===== src/rtl/frame_ser_pkg.sv =====
// Shared types and line levels for the frame serializer.
package frame_ser_pkg;

  typedef enum logic [1:0] {
    IDLE  = 2'd0,
    START = 2'd1,
    DATA  = 2'd2,
    STOP  = 2'd3
  } state_e;

  localparam logic START_BIT  = 1'b1;
  localparam logic STOP_BIT   = 1'b0;
  localparam logic IDLE_LEVEL = 1'b0;

endpackage


===== src/rtl/frame_ser_hold.sv =====
// One-entry holding register between the upstream handshake and the shifter.
module frame_ser_hold #(
  parameter int unsigned DATA_W = 8
) (
  input  logic              clk,
  input  logic              rst_n,
  input  logic [DATA_W-1:0] in_data,
  input  logic              in_valid,
  input  logic              take,
  output logic              ready,
  output logic              full,
  output logic [DATA_W-1:0] data,
  output logic              full_nx_c
);

  logic accept_c;

  // take only happens while full, accept only while empty, so they never coincide
  always_comb begin
    accept_c  = in_valid && ready;
    full_nx_c = full;
    if (accept_c) begin
      full_nx_c = 1'b1;
    end else if (take) begin
      full_nx_c = 1'b0;
    end
  end

  always_ff @(posedge clk or negedge rst_n) begin
    if (!rst_n) begin
      full  <= 1'b0;
      ready <= 1'b1;
      data  <= '0;
    end else begin
      full  <= full_nx_c;
      ready <= !full_nx_c;
      if (accept_c) begin
        data <= in_data;
      end
    end
  end

endmodule


===== src/rtl/frame_serializer.sv =====
// Serializes held payloads as start bit, LSB-first payload, stop bit on a registered line.
module frame_serializer
  import frame_ser_pkg::*;
#(
  parameter int unsigned DATA_W = 8
) (
  input  logic              clk,
  input  logic              rst_n,
  input  logic [DATA_W-1:0] in_data,
  input  logic              in_valid,
  output logic              in_ready,
  output logic              out,
  output logic              busy
);

  localparam int unsigned CNT_W = $clog2(DATA_W + 1);

  state_e             state_q, state_d;
  logic [DATA_W-1:0]  shift_q, shift_d;
  logic [CNT_W-1:0]   cnt_q, cnt_d;
  logic               out_d;
  logic               busy_d;
  logic               take_c;
  logic               hold_full;
  logic               hold_full_nx;
  logic [DATA_W-1:0]  hold_data;

  frame_ser_hold #(.DATA_W(DATA_W)) u_hold (
    .clk       (clk),
    .rst_n     (rst_n),
    .in_data   (in_data),
    .in_valid  (in_valid),
    .take      (take_c),
    .ready     (in_ready),
    .full      (hold_full),
    .data      (hold_data),
    .full_nx_c (hold_full_nx)
  );

  // Next-state and line-level decode; out_d is the level for the state being entered
  always_comb begin
    state_d = state_q;
    shift_d = shift_q;
    cnt_d   = cnt_q;
    out_d   = IDLE_LEVEL;
    take_c  = 1'b0;
    unique case (state_q)
      IDLE: begin
        if (hold_full) begin
          shift_d = hold_data;
          take_c  = 1'b1;
          state_d = START;
          out_d   = START_BIT;
        end
      end
      START: begin
        state_d = DATA;
        out_d   = shift_q[0];
        cnt_d   = '0;
      end
      DATA: begin
        if (cnt_q == CNT_W'(DATA_W - 1)) begin
          state_d = STOP;
          out_d   = STOP_BIT;
        end else begin
          shift_d = shift_q >> 1;
          out_d   = shift_d[0];
          cnt_d   = cnt_q + CNT_W'(1);
        end
      end
      STOP: begin
        // a held byte chains straight into the next start bit
        if (hold_full) begin
          shift_d = hold_data;
          take_c  = 1'b1;
          state_d = START;
          out_d   = START_BIT;
        end else begin
          state_d = IDLE;
          out_d   = IDLE_LEVEL;
        end
      end
      default: begin
        state_d = IDLE;
      end
    endcase
    busy_d = (state_d != IDLE) || hold_full_nx;
  end

  always_ff @(posedge clk or negedge rst_n) begin
    if (!rst_n) begin
      state_q <= IDLE;
      shift_q <= '0;
      cnt_q   <= '0;
      out     <= IDLE_LEVEL;
      busy    <= 1'b0;
    end else begin
      state_q <= state_d;
      shift_q <= shift_d;
      cnt_q   <= cnt_d;
      out     <= out_d;
      busy    <= busy_d;
    end
  end

endmodule

===== config.mk =====
export PLATFORM = sky130hd
export DESIGN_NAME = frame_serializer
export DESIGN_NICKNAME = d
export VERILOG_FILES = /design/src/rtl/frame_ser_pkg.sv /design/src/rtl/frame_ser_hold.sv /design/src/rtl/frame_serializer.sv
export SDC_FILE = /design/constraint.sdc
export NUM_CORES = 1
export LEC_CHECK = 0
export CAP_MARGIN = 20
export CORE_ASPECT_RATIO = 0.9
export CORE_MARGIN = 2
export CORE_UTILIZATION = 58
export CTS_CLUSTER_DIAMETER = 30
export CTS_CLUSTER_SIZE = 40
export DETAILED_ROUTE_END_ITERATION = 10
export PLACE_DENSITY = 0.91
export SYNTH_ARGS = -nofsm -noshare
export SYNTH_HDL_FRONTEND = slang
export SYNTH_SLANG_ARGS = --single-unit

===== constraint.sdc =====
create_clock -name clk -period 3.81 [get_ports clk]
set_input_delay 0.762 -clock clk [delete_from_list [all_inputs] [get_ports clk]]
set_output_delay 0.762 -clock clk [all_outputs]
set_load 0.01 [all_outputs]

==> impl_metrics.json <==
{
  "muxShareOfSynthArea_pct": 8.58,
  "whs_path_depth": 1,
  "coreArea_um2": 2140,
  "initial_utilization_pct": 59.9,
  "areaGrowthSynthToFinish_pct": 15.1,
  "path_cells": "clkdlybuf4s50_1",
  "routed_wl_um": 2330,
  "seq_area_frac_synth_pct": 50.8,
  "finalCritPeriodShare_pct": 57.3,
  "arrival_ns": 1.42,
  "met1_length_um": 1010,
  "cpLargestDelayFamily": "flip-flops",
  "cp-start-kind": "flip-flop",
  "fmax_mhz": 458,
  "wl_met2_um": 1140,
  "num_antenna_cells": 0,
  "cellPowerDensity_nw_per_um2": 883,
  "dr_total_vias": 918,
  "post_cts_resized": 0,
  "status": "completed",
  "peakVddDrop_mv": 0.570,
  "antenna_found_initial": 0,
  "design_power_total_uw": 1300,
  "yosysUniqueCellTypes": 29,
  "grt_usage_pct": 21.6,
  "synth_edf_count": 0,
  "p_clk_share_pct": 14.4,
  "finalMaxSlewViolations": 0,
  "relSlewSlack_pct": 63.3,
  "critPathCaptureType": "output pin",
  "gp_congestion": 0.809,
  "final_cell_count_no_fill": 151,
  "clk_pin_slew_ns": 0.14,
  "dp_hpwl_um": 1650,
  "setup_tns_ns": 0,
  "synthAdderAreaFrac_pct": 4.87,
  "die_y_um": 48.6,
  "sw_frac_of_total_pct": 36.9,
  "p_seq_share_pct": 40.5,
  "ant_nets": 0,
  "multi_input_area_um2": 553,
  "highest_layer": "met4",
  "crit_buf_inv": 1,
  "synth_cells": 112,
  "path_class": "reg2out",
  "regArea_um2": 652,
  "cp_slowest_stage_delay_ns": 0.56,
  "cts-root-buf": "clkbuf_4",
  "netlist_area_um2": 1280,
  "drive_above_1_share_pct": 13.7,
  "cts_buffers": 3,
  "cts_hold_buffers": 0,
  "syn_nets": 128,
  "clock_skew_ns": 0.00549,
  "ios": 14,
  "dp_slack_ns": 1.69,
  "wire_per_inst_um": 15.4,
  "period_minus_slack_ns": 2.18,
  "drtPass1Iterations": 4,
  "wl_met3_um": 116,
  "grt_pass1_wl_um": 4050,
  "p_leak_uw": 0.000641,
  "setup_ws_ns": 1.63,
  "avgViaCountPerCell": 6.08,
  "mostFrequentLayoutCell": "dfrtp_1",
  "yosys.area_share.simple_pct": 12.9,
  "num_rows": 16,
  "drc_errors": 0,
  "slowest_stage": "dfstp_2",
  "yosysWarningCount": 0,
  "grt_max_degree": 27,
  "clock_latency_ns": 0.33,
  "io_buffer_count": 13,
  "synthXorXnorAreaFrac_pct": 0.682,
  "netSwitchingPower_uw": 481,
  "worstPathMaxFanout": 2,
  "hold_class": "reg2reg",
  "combPwrFrac_pct": 45.1,
  "most-common-layout-cells": "dfrtp_1 (25), clkdlybuf4s50_1 (13), inv_1 (11)",
  "synth_top_family_by_area": "compound AO/OA/AOI/OAI gates",
  "clk_path_buf_depth": 2,
  "cp.depth": 1,
  "die-area_um2": 2610,
  "rsz0062_at_grt": "false",
  "synth-seq-cells": 26,
  "cts_tree": "built",
  "hold_viol": 0,
  "cp.required_ns": 3.05,
  "synth.avg_cell_area_um2": 11.5,
  "placed_cells": 146,
  "synth_compound_area_share_pct": 16.1,
  "ff2ff_path_depth": 5,
  "p_int_uw": 823,
  "ys_dominant_reg_cell": "dfrtp_1",
  "drt_first_iter_violations": 24,
  "gr-total-overflow": 0,
  "fill_cells": 158,
  "grt_pass1_vias": 909,
  "cts_htree_levels": 1,
  "nNetsFinal": 141,
  "synth-async-reset-ratio_pct": 100,
  "cap_violations": 0,
  "postCtsSetupRepairBufs": 0,
  "setup_viol_count_final": 0,
  "cts_num_sinks": 26,
  "die_w_um": 53.6,
  "tightestPinTransition_ns": 0.550
}
-- worst reg2reg max path, delay by kind of cell (launching register included) --
family,cells,cell delay [ns]
flip-flops,1,0.42
adder cells (fa/ha/maj),1,0.27
AO/OA/AOI/OAI,1,0.42
AND/OR/NAND/NOR,2,0.73
buffers and inverters,1,0.08
-- metrics by stage --
step | util [%] | cell area, um^2 | hold slack [ns]
2_1_floorplan | - | 1280 | 0.466
3_3_place_gp | 65.8 | 1410 | 0.486
3_5_place_dp | 65.8 | 1410 | 0.497
4_1_cts | 68.3 | 1460 | 0.529
5_1_grt | 69.0 | 1480 | 0.537
6_report | 69.0 | 1480 | 0.528
-- power groups by stage --
stage / Clock [uW] / Combinational, uW / Sequential [uW]
after CTS: 192 / 587 / 526
after global routing: 210 / 657 / 543
after floorplan: 0 / 475 / 496
after global placement: 0 / 549 / 518
final: 188 / 589 / 528
after detailed placement: 0 / 586 / 527
-- path summary, 6_finish.rpt --
kind	start	slack (ns)	end
worst max register to register	state_q[0]	1.79	shift_q[3]
worst min register to register	u_hold.data[4]	0.53	u_hold.data[4]
worst min-delay path	u_hold.data[4]	0.53	u_hold.data[4]
min in group asynchronous	rst_n	0.77	u_hold.data[5]
worst max-delay path	u_hold.ready	1.63	in_ready
max in group asynchronous	rst_n	2.48	u_hold.ready
-- routing by layer --
| metal | GRT usage [%] | vias to the layer above |
|---|---|---|
| li1 | - | 433 |
| met1 | 29.9 | 445 |
| met2 | 31.3 | 33 |
| met3 | 6.48 | 7 |
| met4 | 9.40 | 0 |
| met5 | 0 | - |
-- cell type report --
class	instances	share of cell area, %
sequential	26	44.1
clock buffer	3	1.52
multi-input combinational	69	37.4
inverter	11	2.79
timing repair buffer	14	9.82
clock inverter	1	2.03
tap	27	2.29
-- sequential cells by signal, summed over array words and instances (netlist names) --
register and cells:
u_hold.full 1, out 1, state_q 2, u_hold.data 8, busy 1, shift_q 8
u_hold.ready 1, cnt_q 4
-- synthesized netlist by cell type (3+ instances only) --
master     n  area share, %
ha_1       5            4.9
dfrtp_1   25             49
nor2_1     3           0.88
inv_1     11            3.2
nand3b_1   8            4.7
mux2_2     8            7.0
a221o_1    7            5.5
o32ai_1    7            4.8
clkbuf_1   4            1.2
o21ai_0    6            2.3
nand2_1    7            2.0
-- cells by family (layout without fill, tap and decap cells) --
kind of cell,count (synthesis),after routing
adder cells (fa/ha/maj),5,5
AND/OR/NAND/NOR,27,27
XOR/XNOR,1,1
AO/OA/AOI/OAI,26,26
multiplexers,10,10
flip-flops,26,26
buffers and inverters,17,29
Power figures use the tool's default switching activity.
